## config.mk

```make
export PLATFORM = sky130hd
export DESIGN_NAME = reg_cmd_bridge
export DESIGN_NICKNAME = d
export VERILOG_FILES = /design/src/rtl/reg_cmd_bridge_pkg.sv /design/src/rtl/reg_tx_serializer.sv /design/src/rtl/reg_cmd_bridge.sv
export SDC_FILE = /design/constraint.sdc
export NUM_CORES = 2
export LEC_CHECK = 0
export CAP_MARGIN = 20
export CORE_AREA = 2 2 638 640
export CTS_CLUSTER_SIZE = 24
export DETAILED_ROUTE_END_ITERATION = 16
export DIE_AREA = 0 0 640 642
export PLACE_DENSITY = 0.37
export SYNTH_ARGS = -nofsm -noshare
export SYNTH_HDL_FRONTEND = slang
export SYNTH_SLANG_ARGS = --single-unit
```

## constraint.sdc

```tcl
create_clock -name i_clk -period 53.6 [get_ports i_clk]
set_input_delay 8.04 -clock i_clk [delete_from_list [all_inputs] [get_ports i_clk]]
set_output_delay 8.04 -clock i_clk [all_outputs]
set_load 0.02 [all_outputs]
```

## src/rtl/reg_cmd_bridge_pkg.sv

```systemverilog
// Shared constants and parser state encoding for the UART register bridge.
// Holds frame header/trailer, reply header, command codes and reply checksum.
package reg_cmd_bridge_pkg;

    localparam logic [7:0] HDR1   = 8'hAB;
    localparam logic [7:0] HDR2   = 8'hBA;
    localparam logic [7:0] TRL1   = 8'h55;
    localparam logic [7:0] TRL2   = 8'h56;
    localparam logic [7:0] RPL1   = 8'hC5;
    localparam logic [7:0] RPL2   = 8'hC3;
    localparam logic [7:0] CMD_WR = 8'h01;
    localparam logic [7:0] CMD_RD = 8'h02;

    typedef enum logic [3:0] {
        ST_H1,
        ST_H2,
        ST_CMD,
        ST_ADDR,
        ST_DATA,
        ST_T1,
        ST_T2,
        ST_EXEC,
        ST_TX
    } state_t;

    function automatic logic [7:0] reply_chk(
        input logic [7:0]  addr,
        input logic [31:0] word
    );
        return addr ^ word[31:24] ^ word[23:16]
                    ^ word[15:8]  ^ word[7:0];
    endfunction

endpackage

```

## src/rtl/reg_tx_serializer.sv

```systemverilog
// 8-byte read-reply buffer driven out over a valid/ready byte handshake.
// Ports: load+addr+word start a reply; tx_* handshake; done on last transfer.
module reg_tx_serializer
    import reg_cmd_bridge_pkg::*;
(
    input  logic        clk,
    input  logic        rst,
    input  logic        load,
    input  logic [7:0]  addr,
    input  logic [31:0] word,
    input  logic        tx_ready,
    output logic [7:0]  tx_data,
    output logic        tx_valid,
    output logic        done
);

    // Bytes 2..8 of the reply, next one in the top byte.
    logic [55:0] rest;
    logic [2:0]  cnt;
    logic        xfer;

    assign xfer = tx_valid && tx_ready;
    assign done = xfer && (cnt == 3'd7);

    always_ff @(posedge clk or posedge rst) begin
        if (rst) begin
            tx_data  <= '0;
            tx_valid <= 1'b0;
            rest     <= '0;
            cnt      <= '0;
        end else if (load) begin
            tx_data  <= RPL1;
            rest     <= {RPL2, addr, word, reply_chk(addr, word)};
            tx_valid <= 1'b1;
            cnt      <= '0;
        end else if (xfer) begin
            if (cnt == 3'd7) begin
                tx_valid <= 1'b0;
            end else begin
                tx_data <= rest[55:48];
                rest    <= {rest[47:0], 8'h00};
                cnt     <= cnt + 3'd1;
            end
        end
    end

endmodule

```

## src/rtl/reg_cmd_bridge.sv

```systemverilog
// UART byte-stream command parser: writes/reads a 32-bit register bank.
// Ports: i_rx_* in, o_tx_*/i_tx_ready reply, o_regs/i_regs banks, strobes.
module reg_cmd_bridge
    import reg_cmd_bridge_pkg::*;
#(
    parameter int NREG        = 25,
    parameter int TIMEOUT_CYC = 100000
) (
    input  logic               i_clk,
    input  logic               i_rst,
    input  logic [7:0]         i_rx_data,
    input  logic               i_rx_valid,
    output logic [7:0]         o_tx_data,
    output logic               o_tx_valid,
    input  logic               i_tx_ready,
    output logic [NREG*32-1:0] o_regs,
    input  logic [NREG*32-1:0] i_regs,
    output logic               o_wr_pulse,
    output logic [4:0]         o_wr_addr,
    output logic               o_frame_err
);

    localparam int TW = $clog2(TIMEOUT_CYC + 1);

    state_t        state;
    state_t        state_nx;
    logic [7:0]    cmd_q;
    logic [7:0]    addr_q;
    logic [31:0]   data_q;
    logic [1:0]    dcnt;
    logic [TW-1:0] tmo_cnt;
    logic [31:0]   rd_word;

    logic accept;
    logic waiting;
    logic tmo;
    logic in_range;
    logic is_wr;
    logic is_rd;
    logic frame_ok;
    logic trl_bad;
    logic do_wr;
    logic exec_bad;
    logic tx_load;
    logic tx_done;

    // Bytes are only consumed while parsing; EXEC/TX drop them.
    assign accept  = i_rx_valid
                   && (state != ST_EXEC)
                   && (state != ST_TX);
    assign waiting = (state != ST_H1)
                   && (state != ST_EXEC)
                   && (state != ST_TX);
    assign tmo     = waiting && !i_rx_valid
                   && (tmo_cnt == TW'(TIMEOUT_CYC - 1));

    assign in_range = int'(addr_q) < NREG;
    assign is_wr    = cmd_q == CMD_WR;
    assign is_rd    = cmd_q == CMD_RD;

    // Frame decisions are registered on the final trailer byte so the
    // write and its strobes are visible during the EXEC cycle.
    assign frame_ok = accept && (state == ST_T2)
                    && (i_rx_data == TRL2);
    assign trl_bad  = accept
                    && (((state == ST_T1) && (i_rx_data != TRL1))
                     || ((state == ST_T2) && (i_rx_data != TRL2)));
    assign do_wr    = frame_ok && is_wr && in_range;
    assign exec_bad = frame_ok && !(is_rd || (is_wr && in_range));

    // Out-of-range reads return zero.
    always_comb begin
        rd_word = '0;
        for (int k = 0; k < NREG; k++) begin
            if (int'(addr_q) == k) rd_word = i_regs[32*k +: 32];
        end
    end

    always_comb begin
        state_nx = state;
        tx_load  = 1'b0;
        unique case (state)
            ST_H1:
                if (accept && i_rx_data == HDR1) state_nx = ST_H2;
            ST_H2:
                if (accept) begin
                    if (i_rx_data == HDR2)      state_nx = ST_CMD;
                    else if (i_rx_data == HDR1) state_nx = ST_H2;
                    else                        state_nx = ST_H1;
                end
            ST_CMD:
                if (accept) state_nx = ST_ADDR;
            ST_ADDR:
                if (accept) state_nx = ST_DATA;
            ST_DATA:
                if (accept && dcnt == 2'd3) state_nx = ST_T1;
            ST_T1:
                if (accept) begin
                    state_nx = (i_rx_data == TRL1) ? ST_T2 : ST_H1;
                end
            ST_T2:
                if (accept) begin
                    state_nx = (i_rx_data == TRL2) ? ST_EXEC : ST_H1;
                end
            ST_EXEC: begin
                tx_load  = is_rd;
                state_nx = is_rd ? ST_TX : ST_H1;
            end
            ST_TX:
                if (tx_done) state_nx = ST_H1;
            default:
                state_nx = ST_H1;
        endcase
        if (tmo) state_nx = ST_H1;
    end

    always_ff @(posedge i_clk or posedge i_rst) begin
        if (i_rst) begin
            state       <= ST_H1;
            cmd_q       <= '0;
            addr_q      <= '0;
            data_q      <= '0;
            dcnt        <= '0;
            tmo_cnt     <= '0;
            o_regs      <= '0;
            o_wr_pulse  <= 1'b0;
            o_wr_addr   <= '0;
            o_frame_err <= 1'b0;
        end else begin
            state       <= state_nx;
            o_wr_pulse  <= do_wr;
            o_frame_err <= trl_bad || exec_bad || tmo;

            if (accept || !waiting) tmo_cnt <= '0;
            else                    tmo_cnt <= tmo_cnt + TW'(1);

            if (accept) begin
                unique case (state)
                    ST_CMD: cmd_q <= i_rx_data;
                    ST_ADDR: begin
                        addr_q <= i_rx_data;
                        dcnt   <= '0;
                    end
                    ST_DATA: begin
                        data_q <= {data_q[23:0], i_rx_data};
                        dcnt   <= dcnt + 2'd1;
                    end
                    default: ;
                endcase
            end

            if (do_wr) o_wr_addr <= addr_q[4:0];
            for (int k = 0; k < NREG; k++) begin
                if (do_wr && int'(addr_q) == k) begin
                    o_regs[32*k +: 32] <= data_q;
                end
            end
        end
    end

    reg_tx_serializer u_tx (
        .clk      (i_clk),
        .rst      (i_rst),
        .load     (tx_load),
        .addr     (addr_q),
        .word     (rd_word),
        .tx_ready (i_tx_ready),
        .tx_data  (o_tx_data),
        .tx_valid (o_tx_valid),
        .done     (tx_done)
    );

endmodule

```

==> run_summary.xml <==
<?xml version="1.0" encoding="UTF-8"?>
<metrics>
  <group name="pwr">
    <metric name="switching_share" unit="">0.249</metric>
    <metric name="internal_power" unit="mW">1.21</metric>
    <metric name="power.leakage" unit="nW">29.6</metric>
    <metric name="pwr-share-comb" unit="">0.084</metric>
    <metric name="net-switching-power" unit="mW">0.401</metric>
    <metric name="powerDensity" unit="nW/um^2">22.5</metric>
    <metric name="seqPwrFrac" unit="">0.447</metric>
    <metric name="worst_ir_drop_on_vdd" unit="mV">0.0239</metric>
    <metric name="clock_power_share" unit="">0.469</metric>
  </group>
  <group name="timing">
    <metric name="timing.final.crit_share" unit="">0.232</metric>
    <metric name="max_freq" unit="GHz">0.0805</metric>
    <metric name="final.hold.worst_slack" unit="ns">0.464</metric>
    <metric name="finalClockSkew" unit="ns">0.0910</metric>
    <metric name="setup_viol" unit="">0</metric>
    <metric name="rsz0062_at_grt" unit="">false</metric>
    <metric name="slew_viol_final" unit="">0</metric>
    <metric name="worst_slack_setup_final" unit="ns">41.18</metric>
    <metric name="worst_slew_margin_rel" unit="">0.168</metric>
    <metric name="max_slew.worst_pin.slew" unit="ns">1.25</metric>
    <metric name="setup_tns" unit="ns">0</metric>
    <metric name="fin_crit" unit="ns">12.42</metric>
    <metric name="hold_viol_final" unit="">0</metric>
  </group>
  <group name="logic_synthesis">
    <metric name="synthesis.area_per_instance" unit="sq um">12.2</metric>
    <metric name="yosys.cell_count.top_type" unit="">sky130_fd_sc_hd__dfrtp_1</metric>
    <metric name="synth_fa_ha_area_frac" unit="">0.00113</metric>
    <metric name="post-synth-top-area-fraction" unit="">0.535</metric>
    <metric name="synth.yosys.warnings" unit="">0</metric>
    <metric name="syn_inst" unit="">3625</metric>
    <metric name="number_of_synthesized_flops_with_an_enable_pin" unit="">0</metric>
    <metric name="synth_sequential_area_ratio" unit="">0.535</metric>
    <metric name="ys_dominant_reg_cell" unit="">sky130_fd_sc_hd__dfrtp_1</metric>
    <metric name="mappedNetlistNets" unit="">4441</metric>
    <metric name="synth_async_sr_flop_share" unit="">1.00</metric>
    <metric name="synth_cell_types" unit="">92</metric>
    <metric name="synthXorXnorAreaFrac" unit="">0.00756</metric>
    <metric name="synth-compound-area-share" unit="">0.105</metric>
    <metric name="yosysTopAreaCell" unit="">sky130_fd_sc_hd__dfrtp_1</metric>
    <metric name="synthSimpleGateAreaFrac" unit="">0.0675</metric>
    <metric name="synthMuxAreaShare" unit="">0.250</metric>
    <metric name="netlist_area" unit="sq um">44200</metric>
    <metric name="synth_top_family_by_area" unit="">multiplexers</metric>
    <metric name="synth_seq_cells" unit="">946</metric>
    <metric name="yosys-top-cells-area" unit="">sky130_fd_sc_hd__dfrtp_1 (54%), sky130_fd_sc_hd__mux2_2 (22%), sky130_fd_sc_hd__nand2_1 (2.2%)</metric>
    <metric name="synth.cells.most_frequent" unit="">sky130_fd_sc_hd__dfrtp_1 (946), sky130_fd_sc_hd__mux2_2 (879), sky130_fd_sc_hd__nand2_1 (256), sky130_fd_sc_hd__nor2_1 (160), sky130_fd_sc_hd__a21oi_1 (156)</metric>
  </group>
  <group name="flow_run">
    <metric name="max-cap-violations" unit="">0</metric>
  </group>
  <group name="cts">
    <metric name="ctsHoldBuffers" unit="">0</metric>
    <metric name="clock_transition_at_the_registers_of_the_reported_paths" unit="ns">0.06</metric>
    <metric name="clock_tree.buffer_depth" unit="">3</metric>
    <metric name="cts.repair.resized" unit="">0</metric>
    <metric name="clock_tree.root_cell" unit="">sky130_fd_sc_hd__clkbuf_16</metric>
    <metric name="cts_made_buffers" unit="">109</metric>
    <metric name="cts.repair_timing.setup_buffer_count" unit="">0</metric>
    <metric name="clock_insertion_delay_worst_skew" unit="ns">0.78</metric>
    <metric name="clock_sink_count" unit="">946</metric>
    <metric name="cts_tree" unit="">yes</metric>
    <metric name="cts-htree-levels" unit="">3</metric>
  </group>
  <group name="global_route">
    <metric name="total_global_route_track_usage" unit="">0.170</metric>
    <metric name="global_route.overflow_total" unit="">0</metric>
    <metric name="initial_antenna_violation_count" unit="">105</metric>
    <metric name="first_global_vias" unit="">41498</metric>
    <metric name="grt_first_pass_wirelength" unit="um">458000</metric>
    <metric name="pin_count_of_the_biggest_net_entering_global_routing" unit="">143</metric>
  </group>
  <group name="finish">
    <metric name="layoutNonFillerInstCount" unit="">10814</metric>
    <metric name="design.final.nets" unit="">6049</metric>
    <metric name="areaGrowthSynthToFinish" unit="%">62.2</metric>
    <metric name="final_layout_size_suffix_gt1_frac" unit="">0.264</metric>
  </group>
  <group name="detailed_routing">
    <metric name="detail_route.iter0.violations" unit="">2520</metric>
    <metric name="post-route-drc-count" unit="">0</metric>
    <metric name="vias" unit="">39450</metric>
    <metric name="drt_pre_antenna_iters" unit="">7</metric>
    <metric name="antenna_left" unit="">0</metric>
    <metric name="route.detailed.vias_per_inst" unit="">3.65</metric>
    <metric name="routedWlPerCell" unit="um">33.5</metric>
    <metric name="drt_wl_total" unit="um">362000</metric>
  </group>
  <group name="placement">
    <metric name="portBuffers" unit="">1627</metric>
    <metric name="place_worst_setup_slack" unit="ns">39.94</metric>
    <metric name="place_congestion" unit="">0.878</metric>
    <metric name="dp_cells" unit="">10543</metric>
    <metric name="place_hpwl" unit="um">279000</metric>
  </group>
  <group name="floorplan">
    <metric name="ioPinCount" unit="">1628</metric>
    <metric name="number_of_core_rows" unit="">234</metric>
    <metric name="start_util" unit="">0.109</metric>
    <metric name="placeableCoreArea" unit="sq um">404000</metric>
    <metric name="die_w" unit="um">640</metric>
    <metric name="floorplan.die_area" unit="sq um">411000</metric>
    <metric name="chipHeight" unit="um">642</metric>
  </group>
  <group name="worst_setup_path">
    <metric name="setup.worst_path.end_class" unit="">asynchronous set/reset pin</metric>
    <metric name="crit_path_max_fanout" unit="">126</metric>
    <metric name="timing.critical_path.required" unit="ns">54.28</metric>
    <metric name="cp_data_arrival_time" unit="ns">13.10</metric>
    <metric name="start_kind" unit="">input pin</metric>
    <metric name="timing_worst_setup_path_type" unit="">in -&gt; async</metric>
  </group>
  <group name="run_status">
    <metric name="outcome" unit="">completed</metric>
  </group>
  <group name="worst_hold_path">
    <metric name="min_path_type" unit="">reg -&gt; reg</metric>
  </group>
</metrics>
-- power groups by stage --
| stage | clock network, mW | registers [mW] | logic, mW |
|---|---|---|---|
| floorplan | 0 | 0.733 | 0.0377 |
| finish | 0.757 | 0.720 | 0.136 |
| global placement | 0 | 0.732 | 0.136 |
| CTS | 0.786 | 0.719 | 0.138 |
| global route | 0.816 | 0.720 | 0.144 |
| detailed placement | 0 | 0.733 | 0.137 |
-- flip-flops by register name, indices dropped and copies added (netlist names), 4 cells and up --
register and count:
u_tx.tx_data 8, tmo_cnt 17, data_q 32, o_wr_addr 5, cmd_q 8, u_tx.rest 56
state 4, o_regs 800, addr_q 8
-- cell families after synthesis --
family,Yosys count
XOR/XNOR,35
flip-flops,946
multiplexers,974
AO/OA/AOI/OAI,697
adder cells (fa/ha/maj),4
AND/OR/NAND/NOR,633
buffers and inverters,336
-- cells in the final DEF (no fill, tap or decap), types with 24 or more instances in the layout --
master and instances:
sky130_fd_sc_hd__clkdlybuf4s50_1 1627, sky130_fd_sc_hd__dfrtp_1 916, sky130_fd_sc_hd__mux2_2 879, sky130_fd_sc_hd__nand2_1 231, sky130_fd_sc_hd__buf_4 176, sky130_fd_sc_hd__a21oi_1 154
sky130_fd_sc_hd__nor2_1 145, sky130_fd_sc_hd__o21ai_0 137, sky130_fd_sc_hd__clkbuf_16 109, sky130_fd_sc_hd__mux2i_1 73, sky130_fd_sc_hd__diode_2 65, sky130_fd_sc_hd__o22ai_1 61
sky130_fd_sc_hd__nand3_1 57, sky130_fd_sc_hd__a22oi_1 53, sky130_fd_sc_hd__a31oi_1 43, sky130_fd_sc_hd__dfrtp_2 26, sky130_fd_sc_hd__clkbuf_1 25, sky130_fd_sc_hd__a221oi_1 24
sky130_fd_sc_hd__clkbuf_8 24
-- per-stage QoR --
| stage | utilization | instance area, sq um | power (mW) |
|---|---|---|---|
| 3_5_place_dp | 0.168 | 67800 | 0.869 |
| 4_1_cts | 0.177 | 71400 | 1.64 |
| 2_1_floorplan | - | 44200 | 0.771 |
| 6_report | 0.177 | 71700 | 1.61 |
| 5_1_grt | 0.177 | 71600 | 1.68 |
| 3_3_place_gp | 0.168 | 67800 | 0.869 |
-- worst paths after layout --
kind | startpoint | endpoint | slack [ns] | cells after the start
setup reg to reg | addr_q[1] | u_tx.rest[2] | 47.58 | 13
setup / recovery | i_rst | addr_q[1] | 41.18 | 7
min in group asynchronous | i_rst | u_tx.rest[19] | 7.91 | 2
hold reg to reg | u_tx.rest[40] | u_tx.rest[48] | 0.46 | 2
max in group i_clk | i_regs[536] | u_tx.rest[0] | 42.07 | 9
hold / removal | u_tx.rest[40] | u_tx.rest[48] | 0.46 | 2
-- final cells by class --
| class | count | area (sq um) |
|---|---|---|
| Fill cell | 44598 | 333000 |
| Sequential cell | 946 | 23700 |
| Multi-Input combinational cell | 2343 | 19500 |
| Timing Repair Buffer | 1815 | 17800 |
| Tap cell | 5428 | 6790 |
| Clock buffer | 158 | 3150 |
| Clock inverter | 41 | 469 |
| Antenna cell | 65 | 163 |
| Inverter | 18 | 77.6 |
-- critical path, stage by stage --
cell                              delay (ns)
sky130_fd_sc_hd__clkdlybuf4s50_1        0.52
sky130_fd_sc_hd__inv_8                  0.50
sky130_fd_sc_hd__buf_4                  0.66
sky130_fd_sc_hd__buf_4                  0.69
sky130_fd_sc_hd__buf_12                 0.53
sky130_fd_sc_hd__buf_4                  0.84
sky130_fd_sc_hd__buf_4                  0.77
-- per-layer routing --
layer	share of wire	GRT usage
met5	0.00048	0
met4	0.048	0.0740
met1	0.34	0.171
met3	0.066	0.0417
met2	0.54	0.328
Power figures use the tool's default switching activity.
